--- src/rtl/axi_pkg.sv ---
// Shared AXI4 definitions: burst types, response codes and the AxSIZE encoder.
// Used by both the burst reader and the burst writer.
package axi_pkg;

  typedef enum logic [1:0] {
    BURST_FIXED = 2'b00,
    BURST_INCR  = 2'b01,
    BURST_WRAP  = 2'b10
  } axi_burst_e;

  typedef enum logic [1:0] {
    RESP_OKAY   = 2'b00,
    RESP_EXOKAY = 2'b01,
    RESP_SLVERR = 2'b10,
    RESP_DECERR = 2'b11
  } axi_resp_e;

  // Bytes per beat -> AxSIZE; nbytes must be a power of two up to 128.
  function automatic logic [2:0] axsize(input int unsigned nbytes);
    logic [2:0] size;
    size = 3'd0;
    for (int i = 0; i < 8; i++) begin
      if (nbytes == (32'd1 << i)) size = 3'(i);
    end
    return size;
  endfunction

endpackage

--- src/rtl/axi4_full_writer_if.sv ---
// AXI4 write-channel bundle (AW, W, B) between the writer (master) and a memory slave.
interface axi4_full_writer_if #(
  parameter int ADDR_WIDTH = 32,
  parameter int DATA_WIDTH = 64,
  parameter int ID_WIDTH   = 4
);

  logic [ID_WIDTH-1:0]     m_awid;
  logic [ADDR_WIDTH-1:0]   m_awaddr;
  logic [7:0]              m_awlen;
  logic [2:0]              m_awsize;
  logic [1:0]              m_awburst;
  logic [2:0]              m_awprot;
  logic                    m_awvalid;
  logic                    m_awready;
  logic [DATA_WIDTH-1:0]   m_wdata;
  logic [DATA_WIDTH/8-1:0] m_wstrb;
  logic                    m_wlast;
  logic                    m_wvalid;
  logic                    m_wready;
  logic [ID_WIDTH-1:0]     m_bid;
  logic [1:0]              m_bresp;
  logic                    m_bvalid;
  logic                    m_bready;

  modport master (
    output m_awid, m_awaddr, m_awlen, m_awsize, m_awburst, m_awprot, m_awvalid,
    output m_wdata, m_wstrb, m_wlast, m_wvalid, m_bready,
    input  m_awready, m_wready, m_bid, m_bresp, m_bvalid
  );

  modport slave (
    input  m_awid, m_awaddr, m_awlen, m_awsize, m_awburst, m_awprot, m_awvalid,
    input  m_wdata, m_wstrb, m_wlast, m_wvalid, m_bready,
    output m_awready, m_wready, m_bid, m_bresp, m_bvalid
  );

endinterface

--- src/rtl/axi4_full_writer.sv ---
// AXI4-Full burst writer: splits a word stream into aligned INCR bursts of at most
// BURST_LEN beats, issuing AW, then W, then waiting for B, one burst at a time.
module axi4_full_writer
  import axi_pkg::*;
#(
  parameter int ADDR_WIDTH = 32,
  parameter int DATA_WIDTH = 64,
  parameter int ID_WIDTH   = 4,
  parameter int BURST_LEN  = 16
) (
  input  logic                  clk,
  input  logic                  rst,
  input  logic [ADDR_WIDTH-1:0] write_addr,
  input  logic [15:0]           write_length,
  input  logic                  start_write,
  output logic                  write_done,
  output logic                  write_error,
  output logic                  busy,
  input  logic [DATA_WIDTH-1:0] data_in,
  input  logic                  data_valid,
  output logic                  data_ready,
  axi4_full_writer_if.master    m_axi
);

  localparam int unsigned BYTES     = DATA_WIDTH / 8;
  localparam int unsigned SIZE_LOG2 = $clog2(BYTES);

  typedef enum logic [2:0] {ST_IDLE, ST_SEND_AW, ST_SEND_W, ST_WAIT_B, ST_DONE} state_e;

  state_e                state_q, state_d;
  logic [ADDR_WIDTH-1:0] addr_q, addr_d;
  logic [15:0]           words_left_q, words_left_d;
  logic [8:0]            beats_q, beats_d;
  logic [8:0]            beat_cnt_q, beat_cnt_d;
  logic                  awvalid_q, awvalid_d;
  logic                  in_w_q, in_w_d;
  logic                  bready_q, bready_d;
  logic                  done_q, done_d;
  logic                  error_q, error_d;
  logic                  busy_q, busy_d;

  logic [15:0]           words_next;
  logic                  last_beat;
  logic                  w_fire;
  logic [ID_WIDTH-1:0]   unused_bid;

  function automatic logic [8:0] clip_beats(input logic [15:0] words);
    return (words > 16'(BURST_LEN)) ? 9'(BURST_LEN) : words[8:0];
  endfunction

  assign words_next = words_left_q - 16'(beats_q);
  assign last_beat  = (beat_cnt_q == beats_q - 9'd1);
  assign w_fire     = in_w_q && data_valid && m_axi.m_wready;
  assign unused_bid = m_axi.m_bid;

  always_comb begin
    // NOTE: every _d gets its hold value first, so no path leaves one unassigned (no latches).
    state_d      = state_q;
    addr_d       = addr_q;
    words_left_d = words_left_q;
    beats_d      = beats_q;
    beat_cnt_d   = beat_cnt_q;
    awvalid_d    = awvalid_q;
    in_w_d       = in_w_q;
    bready_d     = bready_q;
    done_d       = 1'b0;
    error_d      = error_q;
    busy_d       = busy_q;

    unique case (state_q)
      ST_IDLE: begin
        if (start_write) begin
          busy_d  = 1'b1;
          error_d = 1'b0;
          if (write_length != 16'd0) begin
            addr_d       = write_addr;
            words_left_d = write_length;
            beats_d      = clip_beats(write_length);
            awvalid_d    = 1'b1;
            state_d      = ST_SEND_AW;
          end else begin
            done_d  = 1'b1;
            state_d = ST_DONE;
          end
        end
      end
      ST_SEND_AW: begin
        if (m_axi.m_awready) begin
          awvalid_d  = 1'b0;
          in_w_d     = 1'b1;
          beat_cnt_d = 9'd0;
          state_d    = ST_SEND_W;
        end
      end
      ST_SEND_W: begin
        if (w_fire) begin
          beat_cnt_d = beat_cnt_q + 9'd1;
          if (last_beat) begin
            in_w_d   = 1'b0;
            bready_d = 1'b1;
            state_d  = ST_WAIT_B;
          end
        end
      end
      ST_WAIT_B: begin
        if (m_axi.m_bvalid) begin
          bready_d     = 1'b0;
          error_d      = error_q || (m_axi.m_bresp != RESP_OKAY);
          words_left_d = words_next;
          addr_d       = addr_q + (ADDR_WIDTH'(beats_q) << SIZE_LOG2);
          if (words_next == 16'd0) begin
            done_d  = 1'b1;
            state_d = ST_DONE;
          end else begin
            beats_d   = clip_beats(words_next);
            awvalid_d = 1'b1;
            state_d   = ST_SEND_AW;
          end
        end
      end
      ST_DONE: begin
        busy_d  = 1'b0;
        state_d = ST_IDLE;
      end
      default: state_d = ST_IDLE;
    endcase
  end

  always_ff @(posedge clk or posedge rst) begin
    if (rst) begin
      state_q      <= ST_IDLE;
      addr_q       <= '0;
      words_left_q <= '0;
      beats_q      <= 9'd1;
      beat_cnt_q   <= '0;
      awvalid_q    <= 1'b0;
      in_w_q       <= 1'b0;
      bready_q     <= 1'b0;
      done_q       <= 1'b0;
      error_q      <= 1'b0;
      busy_q       <= 1'b0;
    end else begin
      // NOTE: non-blocking assignments so all registers update together from pre-edge values.
      state_q      <= state_d;
      addr_q       <= addr_d;
      words_left_q <= words_left_d;
      beats_q      <= beats_d;
      beat_cnt_q   <= beat_cnt_d;
      awvalid_q    <= awvalid_d;
      in_w_q       <= in_w_d;
      bready_q     <= bready_d;
      done_q       <= done_d;
      error_q      <= error_d;
      busy_q       <= busy_d;
    end
  end

  assign write_done  = done_q;
  assign write_error = error_q;
  assign busy        = busy_q;

  assign m_axi.m_awid    = '0;
  assign m_axi.m_awaddr  = addr_q;
  assign m_axi.m_awlen   = 8'(beats_q - 9'd1);
  assign m_axi.m_awsize  = axsize(BYTES);
  assign m_axi.m_awburst = BURST_INCR;
  assign m_axi.m_awprot  = 3'b000;
  assign m_axi.m_awvalid = awvalid_q;

  // The W channel is a straight pass-through of the stream, opened only while in_w_q.
  assign m_axi.m_wdata  = data_in;
  assign m_axi.m_wstrb  = '1;
  assign m_axi.m_wlast  = in_w_q && last_beat;
  assign m_axi.m_wvalid = in_w_q && data_valid;
  assign data_ready     = in_w_q && m_axi.m_wready;

  assign m_axi.m_bready = bready_q;

endmodule

--- src/flat_wrapper.sv ---
// flat-port wrapper written by rule: the top's interface ports become plain ports
module axi4_full_writer_flat import axi_pkg::*;
#(
  parameter int ADDR_WIDTH = 32,
  parameter int DATA_WIDTH = 64,
  parameter int ID_WIDTH   = 4,
  parameter int BURST_LEN  = 16
)
  (clk, rst, write_addr, write_length, start_write, write_done, write_error, busy, data_in, data_valid, data_ready, m_axi_m_awid, m_axi_m_awaddr, m_axi_m_awlen, m_axi_m_awsize, m_axi_m_awburst, m_axi_m_awprot, m_axi_m_awvalid, m_axi_m_wdata, m_axi_m_wstrb, m_axi_m_wlast, m_axi_m_wvalid, m_axi_m_bready, m_axi_m_awready, m_axi_m_wready, m_axi_m_bid, m_axi_m_bresp, m_axi_m_bvalid);
  axi4_full_writer_if #(.ADDR_WIDTH(ADDR_WIDTH), .DATA_WIDTH(DATA_WIDTH), .ID_WIDTH(ID_WIDTH)) m_axi_i ();
  input  logic clk;
  input  logic rst;
  input  logic [ADDR_WIDTH-1:0] write_addr;
  input  logic [15:0] write_length;
  input  logic start_write;
  output logic write_done;
  output logic write_error;
  output logic busy;
  input  logic [DATA_WIDTH-1:0] data_in;
  input  logic data_valid;
  output logic data_ready;
  output wire logic [$bits(m_axi_i.m_awid)-1:0] m_axi_m_awid;
  output wire logic [$bits(m_axi_i.m_awaddr)-1:0] m_axi_m_awaddr;
  output wire logic [$bits(m_axi_i.m_awlen)-1:0] m_axi_m_awlen;
  output wire logic [$bits(m_axi_i.m_awsize)-1:0] m_axi_m_awsize;
  output wire logic [$bits(m_axi_i.m_awburst)-1:0] m_axi_m_awburst;
  output wire logic [$bits(m_axi_i.m_awprot)-1:0] m_axi_m_awprot;
  output wire logic [$bits(m_axi_i.m_awvalid)-1:0] m_axi_m_awvalid;
  output wire logic [$bits(m_axi_i.m_wdata)-1:0] m_axi_m_wdata;
  output wire logic [$bits(m_axi_i.m_wstrb)-1:0] m_axi_m_wstrb;
  output wire logic [$bits(m_axi_i.m_wlast)-1:0] m_axi_m_wlast;
  output wire logic [$bits(m_axi_i.m_wvalid)-1:0] m_axi_m_wvalid;
  output wire logic [$bits(m_axi_i.m_bready)-1:0] m_axi_m_bready;
  input wire logic [$bits(m_axi_i.m_awready)-1:0] m_axi_m_awready;
  input wire logic [$bits(m_axi_i.m_wready)-1:0] m_axi_m_wready;
  input wire logic [$bits(m_axi_i.m_bid)-1:0] m_axi_m_bid;
  input wire logic [$bits(m_axi_i.m_bresp)-1:0] m_axi_m_bresp;
  input wire logic [$bits(m_axi_i.m_bvalid)-1:0] m_axi_m_bvalid;
  assign m_axi_m_awid = m_axi_i.m_awid;
  assign m_axi_m_awaddr = m_axi_i.m_awaddr;
  assign m_axi_m_awlen = m_axi_i.m_awlen;
  assign m_axi_m_awsize = m_axi_i.m_awsize;
  assign m_axi_m_awburst = m_axi_i.m_awburst;
  assign m_axi_m_awprot = m_axi_i.m_awprot;
  assign m_axi_m_awvalid = m_axi_i.m_awvalid;
  assign m_axi_m_wdata = m_axi_i.m_wdata;
  assign m_axi_m_wstrb = m_axi_i.m_wstrb;
  assign m_axi_m_wlast = m_axi_i.m_wlast;
  assign m_axi_m_wvalid = m_axi_i.m_wvalid;
  assign m_axi_m_bready = m_axi_i.m_bready;
  assign m_axi_i.m_awready = m_axi_m_awready;
  assign m_axi_i.m_wready = m_axi_m_wready;
  assign m_axi_i.m_bid = m_axi_m_bid;
  assign m_axi_i.m_bresp = m_axi_m_bresp;
  assign m_axi_i.m_bvalid = m_axi_m_bvalid;
  axi4_full_writer #(.ADDR_WIDTH(ADDR_WIDTH), .DATA_WIDTH(DATA_WIDTH), .ID_WIDTH(ID_WIDTH), .BURST_LEN(BURST_LEN)) u_core (.clk(clk), .rst(rst), .write_addr(write_addr), .write_length(write_length), .start_write(start_write), .write_done(write_done), .write_error(write_error), .busy(busy), .data_in(data_in), .data_valid(data_valid), .data_ready(data_ready), .m_axi(m_axi_i));
endmodule
--- config.mk ---
export PLATFORM = sky130hd
export DESIGN_NAME = axi4_full_writer_flat
export DESIGN_NICKNAME = d
export VERILOG_FILES = /design/src/rtl/axi_pkg.sv /design/src/rtl/axi4_full_writer_if.sv /design/src/rtl/axi4_full_writer.sv /design/src/flat_wrapper.sv
export SDC_FILE = /design/constraint.sdc
export NUM_CORES = 1
export LEC_CHECK = 0
export CAP_MARGIN = 20
export CORE_MARGIN = 1
export CORE_UTILIZATION = 44
export DETAILED_ROUTE_END_ITERATION = 8
export PLACE_DENSITY = 0.82
export SLEW_MARGIN = 10
export SYNTH_ARGS = -nofsm -noshare
export SYNTH_HDL_FRONTEND = slang
export SYNTH_SLANG_ARGS = --single-unit
export TNS_END_PERCENT = 50
--- constraint.sdc ---
create_clock -name clk -period 3.6 [get_ports clk]
set_clock_uncertainty 0.15 [all_clocks]
set_input_delay 0.54 -clock clk [delete_from_list [all_inputs] [get_ports clk]]
set_output_delay 0.54 -clock clk [all_outputs]
set_load 0.02 [all_outputs]
==> key figures, run 1 <==
Setup path
  – R2R depth: 10
  – Critical path fanouts, max: 6
  – R2r endpoint: u_core.m_axi.m_awvalid$_DFFE_PP0P_
  – Worst Setup End Kind: output port
  – CP Cell Sequence: inv_1 -> ha_1 -> nor3b_1 -> xnor2_1 -> xnor2_1 -> nor3b_1 -> and4b_1 -> and2_1 -> clkbuf_2
  – WP data arrival: roughly 2.7 ns
  – Max incr delay on CP: between 0.6 and 0.7 ns
  – Worst path top cell family by delay: simple AND/OR/NAND/NOR gates
  – Kind of critical path: flop to output port
  – Worst setup startpoint: u_core.beats_q[0]$_DFFE_PP1P_
  – Crit path depth: 9
  – FF-to-FF Start: u_core.beats_q[8]$_DFFE_PP0P_
  – Worst setup path end: m_axi_m_wlast
  – CP max-delay cell: dfstp_2
  – Worst EP required: 2.91 ns
  – Startpoint Class: flop
  – CP Buf/Inv Count: 2
  – Reg2reg setup slack: approximately 0.25 ns

Pwr
  – Overall Power: roughly 5400 uW
  – Comb pwr share: 0.554
  – Switching power: around 2500 uW
  – Pint: slightly below 3000 uW
  – Switching share of power: 0.455
  – Reg power frac: 0.277
  – Power per Cell Area: 758 nW/um^2
  – Peak supply drop: 0.398 mV
  – Leakage: between 0.002 and 0.003 uW
  – Clock power frac: 0.169

Synth
  – Yosys reg bits: between 70 and 80
  – Mapped Area: about 6000 sq um
  – Synth warnings: 0
  – Syn Area/Cell: between 8 and 9 sq um
  – Post-Synthesis Cells: ~740
  – Post-synth EDFFs: 0
  – Synth top area share: 0.304
  – Yosys cell types: 73
  – Largest area contributor in the netlist: dfrtp_1
  – Post-synthesis sequential area ratio: 0.309
  – Most used flip-flop cell after synthesis: dfrtp_1
  – Area contributors post-synth: dfrtp_1 30%, buf_4 11%, nand2_1 5.1%, ha_1 4.1%, a21oi_1 3.7%
  – Ys async rst share: 1.00

Floorplan
  – Core outline area: roughly 13000 sq um
  – Die Wd: 120 microns
  – Die H: 120 microns
  – Die area: 14300 sq um
  – FP Rows: 42
  – Initial Utilization: 0.456
  – IO Count: roughly 260

STA
  – Final Hold Fails: 0
  – TNS Setup: 0 ns
  – Final Max Slew Viols: 0
  – Period utilisation layout: 0.938
  – Endpoints failing setup: 0
  – Relative slew slack: 0.552
  – Max frequency: 296 MHz
  – Period minus WS final: between 3 and 4 ns
  – RSZ-0062 raised after global routing: false
  – Hold WS: roughly 0.34 ns
  – Final worst setup slack: roughly 0.22 ns
  – Tightest Pin Transition: between 0.6 and 0.7 ns

Global route
  – Met2 Track Usage GR: 0.372
  – Initial antenna violation count: 0
  – GRT busiest layer: met2
  – Met1 Use GR: 0.317
  – Largest net degree at the start of global routing: 76
  – Met3 Use GR: 0.0490
  – Tot GR Track Use: 0.237
  – GR Overflow Total: 0
  – First-pass GRT wire length: 27100 microns
  – Vias in the first global route: around 5400

Layout
  – Layout cell share with drive strength beyond 1: 0.0758
  – # diodes: 0
  – Commonest non-fill, non-tap cell in the layout: clkdlybuf4s50_1
  – Design Area, Final: 7170 sq um
  – Nets: 934
  – Most frequent cells in the layout: 103 x clkdlybuf4s50_1, 83 x nand2_1, 74 x dfrtp_1
  – Synth-to-layout area growth: 17.8%

Clock network
  – Clock sink count: 75
  – CTS tree: done
  – Worst-Skew Late Latency: approximately 0.34 ns
  – CTS H-tree depth: 3
  – Clock Pin Slew Worst Setup and Hold Paths: 0.06 ns
  – Cts bufs inserted: 9
  – CTS root buffer: clkbuf_16
  – Clk buf depth: 2

Routing
  – Routed WL: between 15000 and 20000 microns
  – DRC Markers: 0
  – Per-cell routed wire length: between 15 and 20 microns
  – DR iter-0 viols: around 620
  – Antenna Nets Post-Route: 0
  – DRT Pass-1 Iters: 5
  – Via count: between 5000 and 6000
  – Vias/cell: 5.92

Worst hold path
  – Hold Crit Class: flop to flop

Placement
  – Port-buffer cells: around 100
  – Setup slack at placement: 0.219 ns
  – DP HPWL: around 12000 microns
  – Placed cell area: a little under 7000 sq um
  – Routability Congestion: roughly 0.92

Outcome
  – Outcome: complete, no violations

Flow run
  – # Max-Cap Violations: 0
layer usage:
layer  wire (microns)  share of wire  vias up
li1                 -              -     2649
met1             7040           0.42     2723
met2             7930           0.47      315
met3             1420          0.084       45
met4              437          0.026        0
met5                0              0        -
stage by stage:
stage,util,instances
6_report,0.537,968
5_1_grt,0.537,968
4_1_cts,0.537,968
3_5_place_dp,0.515,951
3_3_place_gp,0.515,951
2_1_floorplan,-,762
worst reg2reg max path, cell delays in order (launching register included):
cell and delay (ns):
dfrtp_1 0.37, inv_1 0.08, ha_1 0.45, and2_1 0.36, and3_1 0.29, o311a_2 0.22, o31ai_1 0.08, nor4b_2 0.42
nand4_4 0.22, nor4_2 0.43, o22ai_1 0.13
Yosys cell counts (13+ instances only):
| cell | number |
|---|---|
| dfrtp_1 | 74 |
| ha_1 | 20 |
| nor3_1 | 23 |
| o21ai_0 | 45 |
| mux2i_1 | 15 |
| xnor2_1 | 17 |
| and3_1 | 13 |
| or3_1 | 13 |
| buf_4 | 86 |
| nor2_1 | 47 |
| a211oi_1 | 13 |
| inv_1 | 29 |
| nand3_1 | 15 |
| clkbuf_1 | 21 |
| a21oi_1 | 45 |
| nand2b_1 | 13 |
| nand2_1 | 83 |
worst min-delay path by stage:
stage                     depth (start not counted)                                    to                                  from  slack (ns)
final                                             2    u_core.words_left_q[7]$_DFFE_PP0P_    u_core.words_left_q[7]$_DFFE_PP0P_        0.34
after global routing                              2    u_core.words_left_q[2]$_DFFE_PP0P_    u_core.words_left_q[2]$_DFFE_PP0P_        0.37
after CTS                                         2  u_core.m_axi.m_awaddr[1]$_DFFE_PP0P_  u_core.m_axi.m_awaddr[1]$_DFFE_PP0P_        0.35
after detailed placement                          2  u_core.m_axi.m_awaddr[1]$_DFFE_PP0P_  u_core.m_axi.m_awaddr[1]$_DFFE_PP0P_        0.32
after global placement                            2  u_core.m_axi.m_awaddr[1]$_DFFE_PP0P_  u_core.m_axi.m_awaddr[1]$_DFFE_PP0P_        0.32
after floorplan                                   2    u_core.words_left_q[2]$_DFFE_PP0P_    u_core.words_left_q[2]$_DFFE_PP0P_        0.30
power groups by stage:
| stage | combinational [uW] | sequential, uW | clock (uW) |
|---|---|---|---|
| 2_1_floorplan | 1900 | 1610 | 0 |
| 3_3_place_gp | 2900 | 1490 | 0 |
| 3_5_place_dp | 2960 | 1500 | 0 |
| 4_1_cts | 2970 | 1490 | 932 |
| 5_1_grt | 3270 | 1540 | 966 |
| 6_report | 3010 | 1500 | 920 |
repair_timing:
item	in CTS	in global routing
pin swaps	1	1
hold buffers	0	0
gates resized for setup	1	3
endpoints found under the setup margin	1	4
cloned	0	0
buffers inserted	1	0
state kept, by name (all words and copies together) (netlist names):
name and flops:
u_core.beat_cnt_q 9, u_core.beats_q 9, u_core.busy 1, u_core.in_w_q 1, u_core.m_axi.m_awaddr 32, u_core.m_axi.m_awvalid 1, u_core.m_axi.m_bready 1, u_core.state_q 3
u_core.words_left_q 16, u_core.write_done 1, u_core.write_error 1
cells by family after synthesis:
group / after synthesis / synth area share
multiplexers: 16 / 0.0265
AO/OA/AOI/OAI: 188 / 0.204
adder cells (fa/ha/maj): 22 / 0.0477
XOR/XNOR: 30 / 0.0454
buffers and inverters: 145 / 0.144
flip-flops: 75 / 0.309
AND/OR/NAND/NOR: 266 / 0.223
other: 2 / 0.00123
final cells by class:
cell class              count  area, sq um
well taps                 176          220
inverters                  29          109
clock inverters             7         68.8
flip-flops and latches     75         1880
multi-input cells         542         3410
clock buffers               9          225
fillers                  1213         6180
repair buffers            130         1260
(Power assumes the default switching activity.)
==> run 2, diff against run 1 <==
--- a/config.mk
+++ b/config.mk
@@ -6,10 +6,11 @@
 export NUM_CORES = 1
 export LEC_CHECK = 0
 export CAP_MARGIN = 20
-export CORE_MARGIN = 1
+export CORE_MARGIN = 4
 export CORE_UTILIZATION = 44
 export DETAILED_ROUTE_END_ITERATION = 8
 export PLACE_DENSITY = 0.82
+export REMOVE_ABC_BUFFERS = 1
 export SLEW_MARGIN = 10
 export SYNTH_ARGS = -nofsm -noshare
 export SYNTH_HDL_FRONTEND = slang
==> run 2 against run 1 <==
First-iteration DRC count is 7.9% higher. Via count is 0.72% higher. Die area is 10% higher. Count of clock-buffer cells in the layout is 2 higher. Sequential share of layout area is 0.16 points lower. Clock power is 8.0% lower. Largest power group unchanged.
==> key figures, run 2 (same netlist as run 1, synthesis figures left out) <==
Outcome
  – Outcome: complete, no violations

Clock network
  – CTS H-tree depth: 3 (unchanged)
  – CTS root buffer: clkbuf_16
  – Clock Pin Slew Worst Setup and Hold Paths: 0.06 ns (about the same)
  – CTS tree: done
  – Cts bufs inserted: 9 (unchanged)
  – Clk buf depth: 2 (unchanged)
  – Worst-Skew Late Latency: 0.35 ns (about the same)
  – Clock sink count: 75 (unchanged)

Worst hold path
  – Hold Crit Class: flop to flop

Floorplan
  – IO Count: 257 (unchanged)
  – Die area: 15800 sq um (+10%)
  – Die Wd: 126 microns (+5.0%)
  – FP Rows: 42 (unchanged)
  – Initial Utilization: 0.454 (-0.00179)
  – Die H: 126 microns (+5.0%)
  – Core outline area: 13400 sq um (+0.39%)

Layout
  – Commonest non-fill, non-tap cell in the layout: clkdlybuf4s50_1
  – Combined area of the multi-input logic cells: 3410 sq um (-0.11%)
  – Seq. cell area: 1880 sq um (unchanged)
  – # fillers: 1247 (+2.8%)
  – Most frequent cells in the layout: 103 x clkdlybuf4s50_1, 83 x nand2_1, 74 x dfrtp_1
  – Nets: 942 (+0.86%)
  – Synth-to-layout area growth: 18.5%
  – Design Area, Final: 7210 sq um (+0.63%)
  – Max reg flops: 32 (unchanged)
  – # diodes: 0 (unchanged)
  – Layout cell share with drive strength beyond 1: 0.0826 (+0.00685)
  – Final core utilization: 0.538 (+0.00126)

Setup path
  – Critical path fanouts, max: 6 (unchanged)
  – CP Cell Sequence: ha_1 -> fa_1 -> nor2b_1 -> o31a_1 -> o221ai_1 -> a21oi_1 -> mux2i_1 -> nor2_1 -> or3_1 -> a21oi_1
  – CP dominant cell by count: a21oi_1
  – Worst path top cell family by delay: compound AO/OA/AOI/OAI gates
  – CP Buf/Inv Count: 0 (-2)
  – WP data arrival: 3.48 ns (+0.79 ns)
  – CP max-delay cell: fa_1
  – Worst EP required: 3.72 ns (+0.81 ns)
  – Max incr delay on CP: 0.43 ns (-0.18 ns)
  – Worst Setup End Kind: flop
  – Startpoint Class: flop
  – Kind of critical path: flop to flop

Placement
  – Port-buffer cells: 104 (unchanged)
  – DP HPWL: 16400 microns (+38%)
  – Placed cell area: 6950 sq um (+1.2%)
  – Routability Congestion: 0.929 (+0.94%)

STA
  – Final Hold Fails: 0 (unchanged)
  – Relative slew slack: 0.558 (+0.00607)
  – Tightest Pin Transition: 0.661 ns (-0.00909 ns)
  – Max frequency: 297 MHz (+0.32%)
  – RSZ-0062 raised after global routing: false
  – Endpoints failing setup: 0 (unchanged)
  – Final Max Slew Viols: 0 (unchanged)
  – Hold WS: 0.329 ns (-0.0116 ns)
  – Period utilisation layout: 0.935 (-0.00302)
  – Period minus WS final: 3.36 ns (-0.0109 ns)

Pwr
  – Comb pwr share: 0.569 (+0.015)
  – Peak supply drop: 0.353 mV (-12%)
  – Reg power frac: 0.275 (-0.002)
  – Clock power frac: 0.156 (-0.013)
  – Pint: 2950 uW (-0.31%)
  – Leakage: 0.00302 uW (+1.3%)
  – Power per Cell Area: 752 nW/um^2 (-0.83%)
  – Switching share of power: 0.456 (+0.000549)
  – Switching power: 2470 uW (about the same)

Routing
  – DR iter-0 viols: 666 (+7.9%)
  – Per-cell routed wire length: 22.2 microns (+28%)
  – Antenna Nets Post-Route: 0 (unchanged)
  – Via count: 5773 (+0.72%)
  – Vias/cell: 5.92 (about the same)
  – DRC Markers: 0 (unchanged)
  – Routed WL: 21700 microns (+29%)
  – DRT Pass-1 Iters: 5 (unchanged)

Global route
  – Largest net degree at the start of global routing: 37 (-51%)
  – Vias in the first global route: 5406 (-0.17%)
  – GR Overflow Total: 0 (unchanged)
  – Tot GR Track Use: 0.268 (+0.0314)
  – First-pass GRT wire length: 32900 microns (+21%)
  – Initial antenna violation count: 0 (unchanged)

Flow run
  – # Max-Cap Violations: 0 (unchanged)
==> run 2: metrics by stage <==
step	total power (uW)	TNS, ns	setup WS (ns)	std cells
final	5420	0	0.236	975
after global routing	5800	0	0.0150	975
after CTS	5400	0	0.126	975
after detailed placement	4530	0	0.251	960
after global placement	4500	0	0.290	960
after floorplan	3320	-16.63	-0.726	646
==> run 2: layer usage <==
layer,wire length (microns),share of wire,up-vias,GRT usage
li1,-,-,2669,-
met1,9140,0.42,2692,0.365
met2,8960,0.41,388,0.369
met3,3280,0.15,20,0.155
met4,175,0.0081,4,0.0370
met5,115,0.0053,-,0.0991
==> run 2: power groups by stage <==
| stage | clock network (uW) | registers, uW | logic [uW] |
|---|---|---|---|
| 2_1_floorplan | 0 | 1640 | 1680 |
| 3_3_place_gp | 0 | 1480 | 3020 |
| 3_5_place_dp | 0 | 1490 | 3050 |
| 4_1_cts | 861 | 1480 | 3060 |
| 5_1_grt | 896 | 1530 | 3370 |
| 6_report | 846 | 1490 | 3090 |
==> run 2: path summary, 6_finish.rpt <==
kind                                                           start                               endpoint  slack [ns]  cells past startpoint
worst max-delay path                   u_core.beats_q[0]$_DFFE_PP1P_          u_core.state_q[2]$_DFFE_PP0P_        0.24                     10
worst min-delay path            u_core.m_axi.m_awaddr[0]$_DFFE_PP0P_   u_core.m_axi.m_awaddr[0]$_DFFE_PP0P_        0.33                      2
worst max register to register         u_core.beats_q[0]$_DFFE_PP1P_          u_core.state_q[2]$_DFFE_PP0P_        0.24                     10
worst min register to register  u_core.m_axi.m_awaddr[0]$_DFFE_PP0P_   u_core.m_axi.m_awaddr[0]$_DFFE_PP0P_        0.33                      2
max in group asynchronous                                        rst  u_core.m_axi.m_awaddr[16]$_DFFE_PP0P_        2.19                      3
min in group asynchronous                                        rst  u_core.m_axi.m_awaddr[28]$_DFFE_PP0P_        0.42                      2
==> run 2: timing repair <==
item                       4_1_cts  5_1_grt
setup endpoints to repair        1        1
pin swaps                        0        1
setup buffers                    0        0
gates resized for setup          2        2
hold buffers                     0        0
==> run 2: cell type report <==
cell class / count / area share
Multi-Input combinational cell: 542 / 0.472
Sequential cell: 75 / 0.260
Timing Repair Buffer: 138 / 0.184
Clock buffer: 11 / 0.0336
Tap cell: 176 / 0.0305
Inverter: 29 / 0.0151
Clock inverter: 4 / 0.00382
==> run 2: worst register-to-register path, stage by stage, from the launching register on <==
cell      delay [ns]
dfstp_2         0.40
ha_1            0.24
fa_1            0.43
nor2b_1         0.17
o31a_1          0.20
o221ai_1        0.19
a21oi_1         0.37
mux2i_1         0.34
nor2_1          0.20
or3_1           0.43
a21oi_1         0.17
